File: src/rtl/uart_cmd_frame_ctrl.sv
// Turns the UART receiver byte stream into checked fixed-length command frames:
// AA 55 CMD payload[PAY_LEN] CHK, with CHK = 8-bit sum of CMD and payload.
module uart_cmd_frame_ctrl #(
    parameter int unsigned CLK_FREQ   = 50_000_000,
    parameter int unsigned TIMEOUT_US = 2000,
    parameter logic [7:0]  HDR0       = 8'hAA,
    parameter logic [7:0]  HDR1       = 8'h55,
    parameter int unsigned PAY_LEN    = 6
) (
    input  logic                   sys_clk,
    input  logic                   sys_rst_n,
    input  logic [7:0]             rx_data,
    input  logic                   rx_flag,
    output logic [7:0]             cmd,
    output logic [8*PAY_LEN-1:0]   payload,
    output logic                   cmd_valid,
    output logic                   busy,
    output logic                   err_chk,
    output logic                   err_timeout,
    output logic [15:0]            frame_cnt
);

    localparam int unsigned TO_CYC = (CLK_FREQ / 1_000_000) * TIMEOUT_US;
    localparam int unsigned TO_W   = (TO_CYC > 1) ? $clog2(TO_CYC) : 1;
    localparam int unsigned IDX_W  = (PAY_LEN > 1) ? $clog2(PAY_LEN) : 1;
    localparam logic [TO_W-1:0]  TO_LAST  = TO_W'(TO_CYC - 1);
    localparam logic [IDX_W-1:0] IDX_LAST = IDX_W'(PAY_LEN - 1);

    typedef enum logic [2:0] {
        IDLE,
        SYNC,
        CMD,
        PAY,
        CHK
    } state_t;

    state_t                 state;
    logic [7:0]             shadow_cmd;
    logic [8*PAY_LEN-1:0]   shadow_pay;
    logic [IDX_W-1:0]       idx;
    logic [7:0]             sum;
    logic [TO_W-1:0]        to_cnt;

    always_ff @(posedge sys_clk) begin
        if (!sys_rst_n) begin
            state       <= IDLE;
            shadow_cmd  <= '0;
            shadow_pay  <= '0;
            idx         <= '0;
            sum         <= '0;
            to_cnt      <= '0;
            cmd         <= '0;
            payload     <= '0;
            cmd_valid   <= 1'b0;
            busy        <= 1'b0;
            err_chk     <= 1'b0;
            err_timeout <= 1'b0;
            frame_cnt   <= '0;
        end else begin
            cmd_valid   <= 1'b0;
            err_chk     <= 1'b0;
            err_timeout <= 1'b0;

            if (state == IDLE || rx_flag)
                to_cnt <= '0;
            else
                to_cnt <= to_cnt + 1'b1;

            // A strobe landing on the terminal count takes priority over the timeout.
            if (rx_flag) begin
                case (state)
                    IDLE: begin
                        if (rx_data == HDR0) begin
                            state <= SYNC;
                            busy  <= 1'b1;
                        end
                    end
                    SYNC: begin
                        if (rx_data == HDR1) begin
                            state <= CMD;
                        end else if (rx_data != HDR0) begin
                            state <= IDLE;
                            busy  <= 1'b0;
                        end
                    end
                    CMD: begin
                        shadow_cmd <= rx_data;
                        sum        <= rx_data;
                        idx        <= '0;
                        state      <= PAY;
                    end
                    PAY: begin
                        shadow_pay[{idx, 3'b000} +: 8] <= rx_data;
                        sum <= sum + rx_data;
                        idx <= idx + 1'b1;
                        if (idx == IDX_LAST)
                            state <= CHK;
                    end
                    CHK: begin
                        if (rx_data == sum) begin
                            cmd       <= shadow_cmd;
                            payload   <= shadow_pay;
                            cmd_valid <= 1'b1;
                            frame_cnt <= frame_cnt + 16'd1;
                        end else begin
                            err_chk <= 1'b1;
                        end
                        state <= IDLE;
                        busy  <= 1'b0;
                    end
                    default: begin
                        state <= IDLE;
                        busy  <= 1'b0;
                    end
                endcase
            end else if (state != IDLE && to_cnt == TO_LAST) begin
                state       <= IDLE;
                busy        <= 1'b0;
                err_timeout <= 1'b1;
            end
        end
    end

endmodule

File: config.mk
export PLATFORM = sky130hd
export DESIGN_NAME = uart_cmd_frame_ctrl
export DESIGN_NICKNAME = d
export VERILOG_FILES = /design/src/rtl/uart_cmd_frame_ctrl.sv
export SDC_FILE = /design/constraint.sdc
export NUM_CORES = 1
export LEC_CHECK = 0
export ABC_AREA = 1
export CELL_PAD_IN_SITES_DETAIL_PLACEMENT = 1
export CELL_PAD_IN_SITES_GLOBAL_PLACEMENT = 2
export CORE_MARGIN = 8
export CORE_UTILIZATION = 32
export CTS_CLUSTER_DIAMETER = 80
export DETAILED_ROUTE_END_ITERATION = 10
export HOLD_SLACK_MARGIN = 0.15
export PLACE_DENSITY_LB_ADDON = 0.08
export SETUP_SLACK_MARGIN = 0.1
export SLEW_MARGIN = 15
export SYNTH_ARGS = -nofsm -noshare
export SYNTH_HDL_FRONTEND = slang
export SYNTH_SLANG_ARGS = --single-unit
export TNS_END_PERCENT = 10
File: constraint.sdc
create_clock -name sys_clk -period 2.7 [get_ports sys_clk]
set_input_delay 0.54 -clock sys_clk [delete_from_list [all_inputs] [get_ports sys_clk]]
set_output_delay 0.54 -clock sys_clk [all_outputs]
set_load 0.01 [all_outputs]
==> qor.yml <==
run_status:
  status: "finished, final reports clean"
global_route:
  grtUsageMet2_pct: 27.29
  use_met1_pct: 21.14
  grtUsageMet3_pct: 3.116
  grt_pass1_wl_um: 34820
  antenna_found_initial: 0
  grt_max_degree: 86
  grt_pass1_vias: 6605
  globalRouteTotalUtil_pct: 16.24
  grt-ovfl-total: 0
  grt.busiest_layer: "met2"
detailed_routing:
  dr.pass1.iters: 5
  ant_nets: 0
  route.detailed.drc: 0
  viasPerCell: 4.718
  drt_iter0_drc: 200
  num_vias: 6412
  post_drt_wl_per_cell_um: 15.60
  wl_um: 21200
sta:
  final.period_utilization_pct: 80.70
  maxSlewViolCount: 0
  rsz0062_at_grt: "false"
  timing.fmax_mhz: 459.0
  fin_skew_ns: 0.01374
  setup_viol: 0
  fin_crit_ns: 2.179
  slew_headroom_pct: 69.01
  tightest_slew_ns: 0.4649
  setup-tns-final_ns: 0
  hold_ws_ns: 0.4475
  hold_violations: 0
yosys:
  yosysSeqAreaShare_pct: 46.26
  synth.largest_area_cell: "dfxtp_1"
  yosys.area.top_type_share_pct: 46.26
  synth_area_sq_um: 7054
  syn-num-nets: 993
  yosys_warnings: 0
  synth_cells: 968
  synthFlopType: "dfxtp_1"
  synthArstFlopShare_pct: 0
  avgSynthCellArea_sq_um: 7.287
  synthTopCellsByArea: "dfxtp_1 46%, nand2_1 13%, a21oi_1 9.8%, o21ai_0 5.1%, inv_1 5.0%"
  ys_ff_latch: 163
  ys_types: 35
  synth_edf_count: 0
flow_run:
  maxCapViolations: 0
worst_setup_path:
  crit_fanout: 26
  critPathArrivalTime_ns: 2.52
  ff2ff_setup_slack_ns: 0.60
  path_class: "input port to flip-flop"
  cp.required_ns: 3.04
  worstReg2RegStart: "idx[0]$_SDFFE_PN0P_"
  regToRegEndpoint: "shadow_pay[3]$_SDFFE_PN0P_"
  critical_path.endpoint: "payload[28]$_SDFFE_PN0P_"
  ff2ff_path_depth: 10
  critPathLaunch: "rx_data[1]"
  start_kind: "input port"
  end_kind: "flip-flop"
cells_and_area:
  finalNonFillerCells: 1359
  diodes: 0
  drive_above_1_share_pct: 7.970
  final_nets: 1091
  final.fill_count: 2715
  synthToLayoutAreaGrowth_pct: 27.19
die:
  rows: 54
  die_y_um: 164.5
  io-pin-count: 87
  initial_core_util_pct: 32.42
  core-area_sq_um: 21760
  dieArea_sq_um: 27050
  die_x_um: 164.5
clock_network:
  cts_tree: "built"
  cts_hold_buf: 0
  post-cts-setup-buffers: 0
  clock_sinks: 163
  cts_resized: 0
  clock_latency_ns: 0.43
  cts.htree.levels: 4
  path_clk_slew_ns: 0.07
  cts_made_buffers: 17
  cts-root-buf: "clkbuf_16"
  cts_buffer_depth: 2
placed_design:
  port_buffers: 86
  hpwl_um: 15430
  gp_congestion: 0.8299
  placedCellCount: 1327
min_path:
  min_path_type: "flip-flop to flip-flop"
pwr:
  power_density_nw_per_um2: 580.1
  leakagePower_nw: 3.276
  ir_drop_uv: 382.3
[layout by cell type (no fill, tap or decap), types with 5 or more instances in the layout]
| master | netlist | layout |
|---|---|---|
| inv_2 | 4 | 5 |
| buf_12 | 0 | 5 |
| nor2_1 | 87 | 87 |
| dfxtp_1 | 163 | 163 |
| clkdlybuf4s50_1 | 0 | 85 |
| nand3_1 | 40 | 40 |
| nand2_1 | 246 | 246 |
| inv_6 | 0 | 6 |
| clkbuf_16 | 0 | 17 |
| buf_4 | 2 | 29 |
| inv_1 | 94 | 93 |
| o21ai_0 | 72 | 72 |
| ha_1 | 13 | 13 |
| nor3_1 | 21 | 21 |
| a21oi_1 | 138 | 138 |
| xor2_1 | 13 | 13 |
| nand4_1 | 7 | 7 |
[per-layer routing]
metal	wire, um	part of all wire, %
met1	10410	49
met2	9967	47
met3	659	3.1
met4	165	0.78
met5	0	0
[worst min-delay path by stage]
stage	startpoint	endpoint	slack (ns)	depth (start not counted)
6_report	shadow_pay[36]$_SDFFE_PN0P_	shadow_pay[36]$_SDFFE_PN0P_	0.45	2
5_1_grt	shadow_pay[36]$_SDFFE_PN0P_	shadow_pay[36]$_SDFFE_PN0P_	0.47	2
4_1_cts	shadow_pay[36]$_SDFFE_PN0P_	shadow_pay[36]$_SDFFE_PN0P_	0.45	2
3_5_place_dp	shadow_pay[36]$_SDFFE_PN0P_	shadow_pay[36]$_SDFFE_PN0P_	0.44	2
3_3_place_gp	to_cnt[0]$_SDFF_PP0_	to_cnt[0]$_SDFF_PP0_	0.43	1
2_1_floorplan	to_cnt[0]$_SDFF_PP0_	to_cnt[0]$_SDFF_PP0_	0.42	1
[synthesized netlist by cell type (all sizes together) (4+ instances only)]
master	count
a211oi	4
a21oi	138
nor2	90
nand3	41
clkbuf	25
ha	13
xor2	13
xnor2	4
o21ai	72
nand4	9
inv	98
nand2	247
dfxtp	163
o21a	4
nor3	24
buf	16
[layout make-up]
| cell class | instances | area (sq um) | area share (%) |
|---|---|---|---|
| repair buffers | 120 | 1174 | 13.08 |
| multi-input cells | 666 | 3229 | 35.99 |
| clock inverters | 15 | 162.7 | 1.813 |
| inverters | 98 | 367.9 | 4.100 |
| flip-flops and latches | 163 | 3263 | 36.37 |
| clock buffers | 17 | 425.4 | 4.741 |
| well taps | 280 | 350.3 | 3.905 |
[power breakdown]
part	switching (mW)	internal (mW)	leakage [nW]	total [mW]
sequential	0.0168	2.42	1.31	2.44
combinational	0.219	0.112	1.69	0.331
clock	1.12	1.31	0.276	2.43
[registers in the layout (all words and copies together) (netlist names), 3 cells and up]
name,flops
payload,48
shadow_pay,48
to_cnt,17
frame_cnt,16
cmd,8
shadow_cmd,8
sum,8
idx,3
state,3
[metrics by stage]
stage | util, % | worst slack (ns) | instance area [sq um] | power [mW]
3_3_place_gp | 38.54 | 0.03936 | 8384 | 2.831
3_5_place_dp | 38.54 | 0.03922 | 8384 | 2.833
4_1_cts | 41.24 | 0.4866 | 8972 | 5.288
6_report | 41.24 | 0.5211 | 8972 | 5.205
5_1_grt | 41.24 | 0.2810 | 8972 | 5.429
2_1_floorplan | - | 0.7406 | 7054 | 2.681
[cell families (layout without fill, tap and decap cells)]
family	Yosys count	in the layout	synth area share, %
DFF	163	163	46.26
AOI/OAI and AO/OA	222	222	16.30
and+or+nand+nor	413	413	24.55
buffers and inverters	139	250	8.088
xor gates and xnor gates	17	17	2.217
adders and majority gates	14	14	2.590
[worst max-delay path: stages]
cell and delay [ns]:
clkdlybuf4s50_1 0.46, ha_1 0.33, nor2_1 0.16, nand2_1 0.08, nor3_2 0.13, buf_4 0.15
nand4_4 0.10, inv_2 0.17, buf_12 0.19, nand2_1 0.07, a21oi_1 0.13
Power figures use the tool's default switching activity.
